### src/rtl/instr_loader_pkg.sv
// Shared definitions for the instruction loader: default widths, FSM state
// encoding, table size and the flat code-region address map.
package instr_pkg;

  localparam int D_DEF       = 12;
  localparam int B_DEF       = 5;
  localparam int TABLE_WORDS = 1 << B_DEF;

  typedef enum logic [2:0] {
    IDLE,
    TABLE,
    CODE,
    CHECK,
    FINISH
  } state_t;

  // Code words sit directly above the branch table in the flat map.
  function automatic int unsigned code_addr(input int unsigned j, input int unsigned b);
    return (32'd1 << b) + j;
  endfunction

endpackage

### src/rtl/instr_loader_if.sv
// Word-stream handshake plus memory write port of the instruction loader.
// master = loader side, slave = source/memory side.
interface instr_loader_if
  import instr_pkg::*;
#(
  parameter int D = D_DEF
);
  logic [8:0] in_word;
  logic       in_valid;
  logic       in_ready;
  logic       wr_en;
  logic [D:0] wr_addr;
  logic [8:0] wr_data;

  modport master (input in_word, in_valid, output in_ready, wr_en, wr_addr, wr_data);
  modport slave  (output in_word, in_valid, input in_ready, wr_en, wr_addr, wr_data);
endinterface

### src/rtl/instr_loader_ctr.sv
// Word counter with synchronous clear and a terminal-count compare.
module loader_ctr #(
  parameter int W = 4
) (
  input  logic         clk,
  input  logic         rst_n,
  input  logic         clr,
  input  logic         inc,
  input  logic [W-1:0] term,
  output logic [W-1:0] count,
  output logic         at_term
);

  // Count accepted words; clear wins over increment.
  always_ff @(posedge clk or negedge rst_n) begin
    if (!rst_n)   count <= '0;
    else if (clr) count <= '0;
    else if (inc) count <= count + 1'b1;
  end

  assign at_term = (count == term);

endmodule

### src/rtl/instr_loader.sv
// Instruction loader: streams a reversed branch table followed by code words
// into a flat memory, holding the CPU for the duration of the load.
// Optional feature macro LOADER_CHECKSUM_EN adds a trailing XOR check word.
module instr_loader
  import instr_pkg::*;
#(
  parameter int D = D_DEF,
  parameter int B = B_DEF
) (
  input  logic          clk,
  input  logic          rst_n,
  input  logic          start,
  input  logic [D:0]    code_len,
  input  logic          abort,
  instr_loader_if.master bus,
  output logic          cpu_hold,
  output logic          done,
  output logic          err
);

  localparam logic [D:0] MAX_LEN = {1'b1, {D{1'b0}}};
`ifdef LOADER_CHECKSUM_EN
  localparam state_t POST_LOAD = CHECK;
`else
  localparam state_t POST_LOAD = FINISH;
`endif

  state_t       state, state_nx;
  logic         acc, take;
  logic         start_acc, tbl_inc, code_inc, set_err;
  logic [D:0]   len_q;
  logic [B-1:0] tbl_cnt;
  logic         tbl_last;
  logic [D-1:0] code_cnt, code_term;
  logic         code_last;

  assign acc  = bus.in_valid & bus.in_ready;
  assign take = acc & ~abort;
  // len_q >= 1 whenever CODE is entered; 2**D wraps to all-ones, the right index.
  assign code_term = D'(len_q - 1'b1);

  loader_ctr #(.W(B)) u_tbl_ctr (
    .clk(clk), .rst_n(rst_n), .clr(start_acc), .inc(tbl_inc),
    .term({B{1'b1}}), .count(tbl_cnt), .at_term(tbl_last)
  );

  loader_ctr #(.W(D)) u_code_ctr (
    .clk(clk), .rst_n(rst_n), .clr(start_acc), .inc(code_inc),
    .term(code_term), .count(code_cnt), .at_term(code_last)
  );

`ifdef LOADER_CHECKSUM_EN
  logic [8:0] csum;

  // Running XOR of every table and code word written this load.
  always_ff @(posedge clk or negedge rst_n) begin
    if (!rst_n)                  csum <= '0;
    else if (start_acc)          csum <= '0;
    else if (tbl_inc | code_inc) csum <= csum ^ bus.in_word;
  end
`endif

  // State register.
  always_ff @(posedge clk or negedge rst_n) begin
    if (!rst_n) state <= IDLE;
    else        state <= state_nx;
  end

  // Next state, handshake and per-cycle control strobes.
  always_comb begin
    state_nx     = state;
    start_acc    = 1'b0;
    tbl_inc      = 1'b0;
    code_inc     = 1'b0;
    set_err      = 1'b0;
    bus.in_ready = 1'b0;
    done         = 1'b0;
    cpu_hold     = (state != IDLE);
    case (state)
      IDLE: begin
        if (start) begin
          start_acc = 1'b1;
          state_nx  = TABLE;
        end
      end
      TABLE: begin
        bus.in_ready = 1'b1;
        if (take) begin
          tbl_inc = 1'b1;
          if (tbl_last) state_nx = (len_q == '0) ? POST_LOAD : CODE;
        end
      end
      CODE: begin
        bus.in_ready = 1'b1;
        if (take) begin
          code_inc = 1'b1;
          if (code_last) state_nx = POST_LOAD;
        end
      end
`ifdef LOADER_CHECKSUM_EN
      CHECK: begin
        bus.in_ready = 1'b1;
        if (take) begin
          if (bus.in_word == csum) state_nx = FINISH;
          else begin
            set_err  = 1'b1;
            state_nx = IDLE;
          end
        end
      end
`endif
      FINISH: begin
        done     = ~err & ~abort;
        state_nx = IDLE;
      end
      default: state_nx = IDLE;
    endcase
    // Abort overrides everything outside IDLE, including a same-cycle word.
    if (state != IDLE && abort) begin
      set_err  = 1'b1;
      state_nx = IDLE;
    end
  end

  // Registered write port, latched length and sticky error.
  always_ff @(posedge clk or negedge rst_n) begin
    if (!rst_n) begin
      bus.wr_en   <= 1'b0;
      bus.wr_addr <= '0;
      bus.wr_data <= '0;
      len_q       <= '0;
      err         <= 1'b0;
    end else begin
      bus.wr_en <= tbl_inc | code_inc;
      if (tbl_inc) begin
        bus.wr_addr <= {{(D+1-B){1'b0}}, ~tbl_cnt};
        bus.wr_data <= bus.in_word;
      end else if (code_inc) begin
        bus.wr_addr <= (D+1)'(code_addr(32'(code_cnt), B));
        bus.wr_data <= bus.in_word;
      end
      if (start_acc) begin
        len_q <= (code_len > MAX_LEN) ? MAX_LEN : code_len;
        err   <= (code_len > MAX_LEN);
      end else if (set_err) begin
        err <= 1'b1;
      end
    end
  end

endmodule

### src/flat_wrapper.sv
// flat-port wrapper written by rule: the top's interface ports become plain ports
module instr_loader_flat import instr_pkg::*;
#(
  parameter int D = D_DEF,
  parameter int B = B_DEF
)
  (clk, rst_n, start, code_len, abort, cpu_hold, done, err, bus_in_word, bus_in_valid, bus_in_ready, bus_wr_en, bus_wr_addr, bus_wr_data);
  instr_loader_if #(.D(D)) bus_i ();
  input  logic clk;
  input  logic rst_n;
  input  logic start;
  input  logic [D:0] code_len;
  input  logic abort;
  output logic cpu_hold;
  output logic done;
  output logic err;
  input wire logic [$bits(bus_i.in_word)-1:0] bus_in_word;
  input wire logic [$bits(bus_i.in_valid)-1:0] bus_in_valid;
  output wire logic [$bits(bus_i.in_ready)-1:0] bus_in_ready;
  output wire logic [$bits(bus_i.wr_en)-1:0] bus_wr_en;
  output wire logic [$bits(bus_i.wr_addr)-1:0] bus_wr_addr;
  output wire logic [$bits(bus_i.wr_data)-1:0] bus_wr_data;
  assign bus_i.in_word = bus_in_word;
  assign bus_i.in_valid = bus_in_valid;
  assign bus_in_ready = bus_i.in_ready;
  assign bus_wr_en = bus_i.wr_en;
  assign bus_wr_addr = bus_i.wr_addr;
  assign bus_wr_data = bus_i.wr_data;
  instr_loader #(.D(D), .B(B)) u_core (.clk(clk), .rst_n(rst_n), .start(start), .code_len(code_len), .abort(abort), .bus(bus_i), .cpu_hold(cpu_hold), .done(done), .err(err));
endmodule
### config.mk
export PLATFORM = sky130hd
export DESIGN_NAME = instr_loader_flat
export DESIGN_NICKNAME = d
export VERILOG_FILES = /design/src/rtl/instr_loader_pkg.sv /design/src/rtl/instr_loader_if.sv /design/src/rtl/instr_loader_ctr.sv /design/src/rtl/instr_loader.sv /design/src/flat_wrapper.sv
export SDC_FILE = /design/constraint.sdc
export NUM_CORES = 1
export LEC_CHECK = 0
export CAP_MARGIN = 20
export CORE_MARGIN = 2
export CORE_UTILIZATION = 43
export CTS_BUF_LIST = sky130_fd_sc_hd__clkbuf_16
export CTS_CLUSTER_SIZE = 12
export DETAILED_ROUTE_END_ITERATION = 10
export PLACE_DENSITY_LB_ADDON = 0.08
export SYNTH_ARGS = -nofsm -noshare
export SYNTH_HDL_FRONTEND = slang
export SYNTH_SLANG_ARGS = --single-unit
### constraint.sdc
create_clock -name clk -period 2.2 [get_ports clk]
set_input_delay 0.33 -clock clk [delete_from_list [all_inputs] [get_ports clk]]
set_output_delay 0.33 -clock clk [all_outputs]
set_load 0.02 [all_outputs]
==> run summary <==
Slew HR: 71.3%
CP top delay family: compound AO/OA/AOI/OAI gates
share of layout cells above drive strength 1: 17.7%
Yosys Warn Count: 0
WS Path Type: register to register
Rows: 30
vias: 2489
arrival time worst endpoint: 2.42 ns
worst path required time: 2.41 ns
WL final: 7080 µm
cell count after synthesis: 299
GP Congestion: 0.832
clock latency at the later pin of the worst-skew pair: 0.32 ns
period utilisation layout: 101%
setup TNS: -0.0135 ns
Mapped Nets: 332
Vias per Instance: 5.36
number of clock buffers inserted by TritonCTS: 9
minimum clock period: 2.21 ns
DRC viols: 0
n_diodes: 0
RSZ-0062 raised after global routing: true
total gr overflow: 0
Seq cells post-synth: 57
dominant cells by area after synthesis: dfrtp_1, xor2_1, nor2_1
Unique masters post-synth: 44
Fin Clk Skew: 0.00679 ns
Area growth syn-to-layout: 38.1%
clock tree buffer depth: 2
type of the worst min-delay path: input port to asynchronous set/reset pin
utilization after layout: 61.3%
# IOs: 54
Layout Nets: 412
pre-CTS setup slack: -0.0765 ns
Yosys top cell area share: 47.6%
Crit-path slowest cell: or4b_4
leak pwr: 1.88 nW
Fin Hold WS: 0.444 ns
Final WS setup: -0.0135 ns
FILL cells: 552
Crit. End Element: register
I/O Buffers: 53
Synth Flop Type: dfrtp_1
Crit Path Max Fanout: 5
first-pass GRT wire length: 12100 µm
die footprint: 0.00766 mm²
async set-reset flop share out of synthesis: 100%
clock root buffer: clkbuf_16
pwr dens: 1160 mW/mm²
CTS sink count: 57
Worst path max stage delay: 0.53 ns
worst-margin pin slew: 0.429 ns
initial core utilization: 44.4%
chip height: 87.5 µm
count of final setup violators: 1
DR iter-0 viols: 103
GRT Overall Usage: 20.5%
crit start category: register
max-cap violations: 0
EDFF count, synth: 0
antenna-violating nets left: 0
Seq/Total Area, Yosys: 47.6%
first drt pass iteration count: 4
max frequency: 452 MHz
status: finished, violations left
clk slew on worst S/H paths: 0.05 ns
failing checks: setup timing
vias in the first global route: 2472
Synth area leader: dfrtp_1
critical-path cell list: inv_2, ha_4, or4b_4, a311oi_2, a2111oi_2, a21oi_1, o2111ai_2, a31oi_1, nor2_1
IR drop worst, VDD: 0.000782 V
final hold vios: 0
largest net degree at the start of global routing: 32
CTS H-tree lvls: 3
syn avg cell area: 10.0 µm²
crit path buf inv count: 1
Die W: 87.5 µm
Core ar.: 0.00676 mm²
antenna violations before repair: 0
CTS tree: built
Slew Limit Fails: 0
hpwl dp: 5170 µm
DR WL/cell: 15.3 µm
synthesized area: 0.00300 mm²
==> state kept, by name, summed over array words and instances, names as in the netlist <==
register	cells
u_core.bus.wr_addr	13
u_core.bus.wr_data	9
u_core.u_code_ctr.count	12
u_core.bus.wr_en	1
u_core.err	1
u_core.u_tbl_ctr.count	5
u_core.state	3
u_core.len_q	13
==> synth_stat cells (all sizes together), types with 6 or more instances <==
cell type,number
nor3,9
a22o,13
ha,6
clkbuf,15
o21ai,8
a21oi,10
xor2,19
dfrtp,57
mux2,9
nor2,39
nand2,24
inv,10
xnor2,16
nand4,8
a211oi,6
==> logic make-up (layout without fill, tap and decap cells) <==
kind of cell | Yosys count | after routing | synth area share [%]
AOI/OAI and AO/OA | 54 | 54 | 13.6
and+or+nand+nor | 108 | 108 | 18.0
xor gates and xnor gates | 35 | 35 | 10.2
DFF | 57 | 57 | 47.6
muxes | 11 | 11 | 4.05
adders and majority gates | 6 | 6 | 2.50
buffers and inverters | 28 | 113 | 4.05
==> per-layer routing <==
| metal | share of wire (%) | up-vias | GRT usage [%] |
|---|---|---|---|
| met5 | 0 | - | 0 |
| met4 | 0.62 | 0 | 4.62 |
| met3 | 3.0 | 4 | 5.69 |
| met2 | 47 | 39 | 32.3 |
| met1 | 49 | 1221 | 28.1 |
| li1 | - | 1225 | - |
==> repair_timing <==
item                                   in CTS  in global routing
setup buffers                               1                  0
setup endpoints to repair                   2                  5
resized for setup                           3                  8
hold buffers                                1                  0
pin swaps                                   4                  5
endpoints found under the hold margin      12                  0
==> placed cells by master (no fill, tap or decap), types with 10 or more instances in the layout <==
cell type,synthesis,layout
a21oi_1,10,10
a22o_1,13,13
buf_4,0,30
clkdlybuf4s50_1,0,50
dfrtp_1,57,57
inv_1,10,11
nand2_1,24,24
nor2_1,39,38
xnor2_1,16,16
xor2_1,19,19
==> path summary, 6_finish.rpt <==
path / from / end / slack (ns) / cells after the start
min reg2reg: u_core.bus.wr_addr[12]$_DFFE_PN0P_ / u_core.bus.wr_addr[12]$_DFFE_PN0P_ / 0.48 / 2
min in group clk: u_core.bus.wr_addr[12]$_DFFE_PN0P_ / u_core.bus.wr_addr[12]$_DFFE_PN0P_ / 0.48 / 2
min: rst_n / u_core.bus.wr_addr[11]$_DFFE_PN0P_ / 0.44 / 2
max reg2reg: u_core.len_q[1]$_DFFE_PN0P_ / u_core.state[1]$_DFFE_PN0P_ / -0.01 / 9
max: u_core.len_q[1]$_DFFE_PN0P_ / u_core.state[1]$_DFFE_PN0P_ / -0.01 / 9
max in group asynchronous: rst_n / u_core.len_q[2]$_DFFE_PN0P_ / 1.23 / 3
==> power by group <==
group / switching [W] / leakage (nW) / internal, W / total, W
logic: 0.00103 / 0.994 / 0.00105 / 0.00209
clock network: 0.000469 / 0.143 / 0.000739 / 0.00121
registers: 0.000210 / 0.744 / 0.00131 / 0.00152
total: 0.00171 / 1.88 / 0.00310 / 0.00482
==> cell type report <==
cell class / instances / area (µm²) / area share [%]
Clock buffer: 9 / 225 / 5.44
Clock inverter: 7 / 31.3 / 0.756
Inverter: 10 / 37.5 / 0.907
Multi-Input combinational cell: 214 / 1500 / 36.3
Sequential cell: 57 / 1430 / 34.5
Tap cell: 80 / 100 / 2.42
Timing Repair Buffer: 87 / 817 / 19.7
==> stage by stage <==
stage | cell area, µm² | power, W | cells
2_1_floorplan | 3010 | 0.00270 | 299
3_3_place_gp | 3820 | 0.00349 | 446
3_5_place_dp | 3820 | 0.00350 | 446
4_1_cts | 4110 | 0.00478 | 464
5_1_grt | 4140 | 0.00510 | 464
6_report | 4140 | 0.00482 | 464
Power figures use the tool's default switching activity.
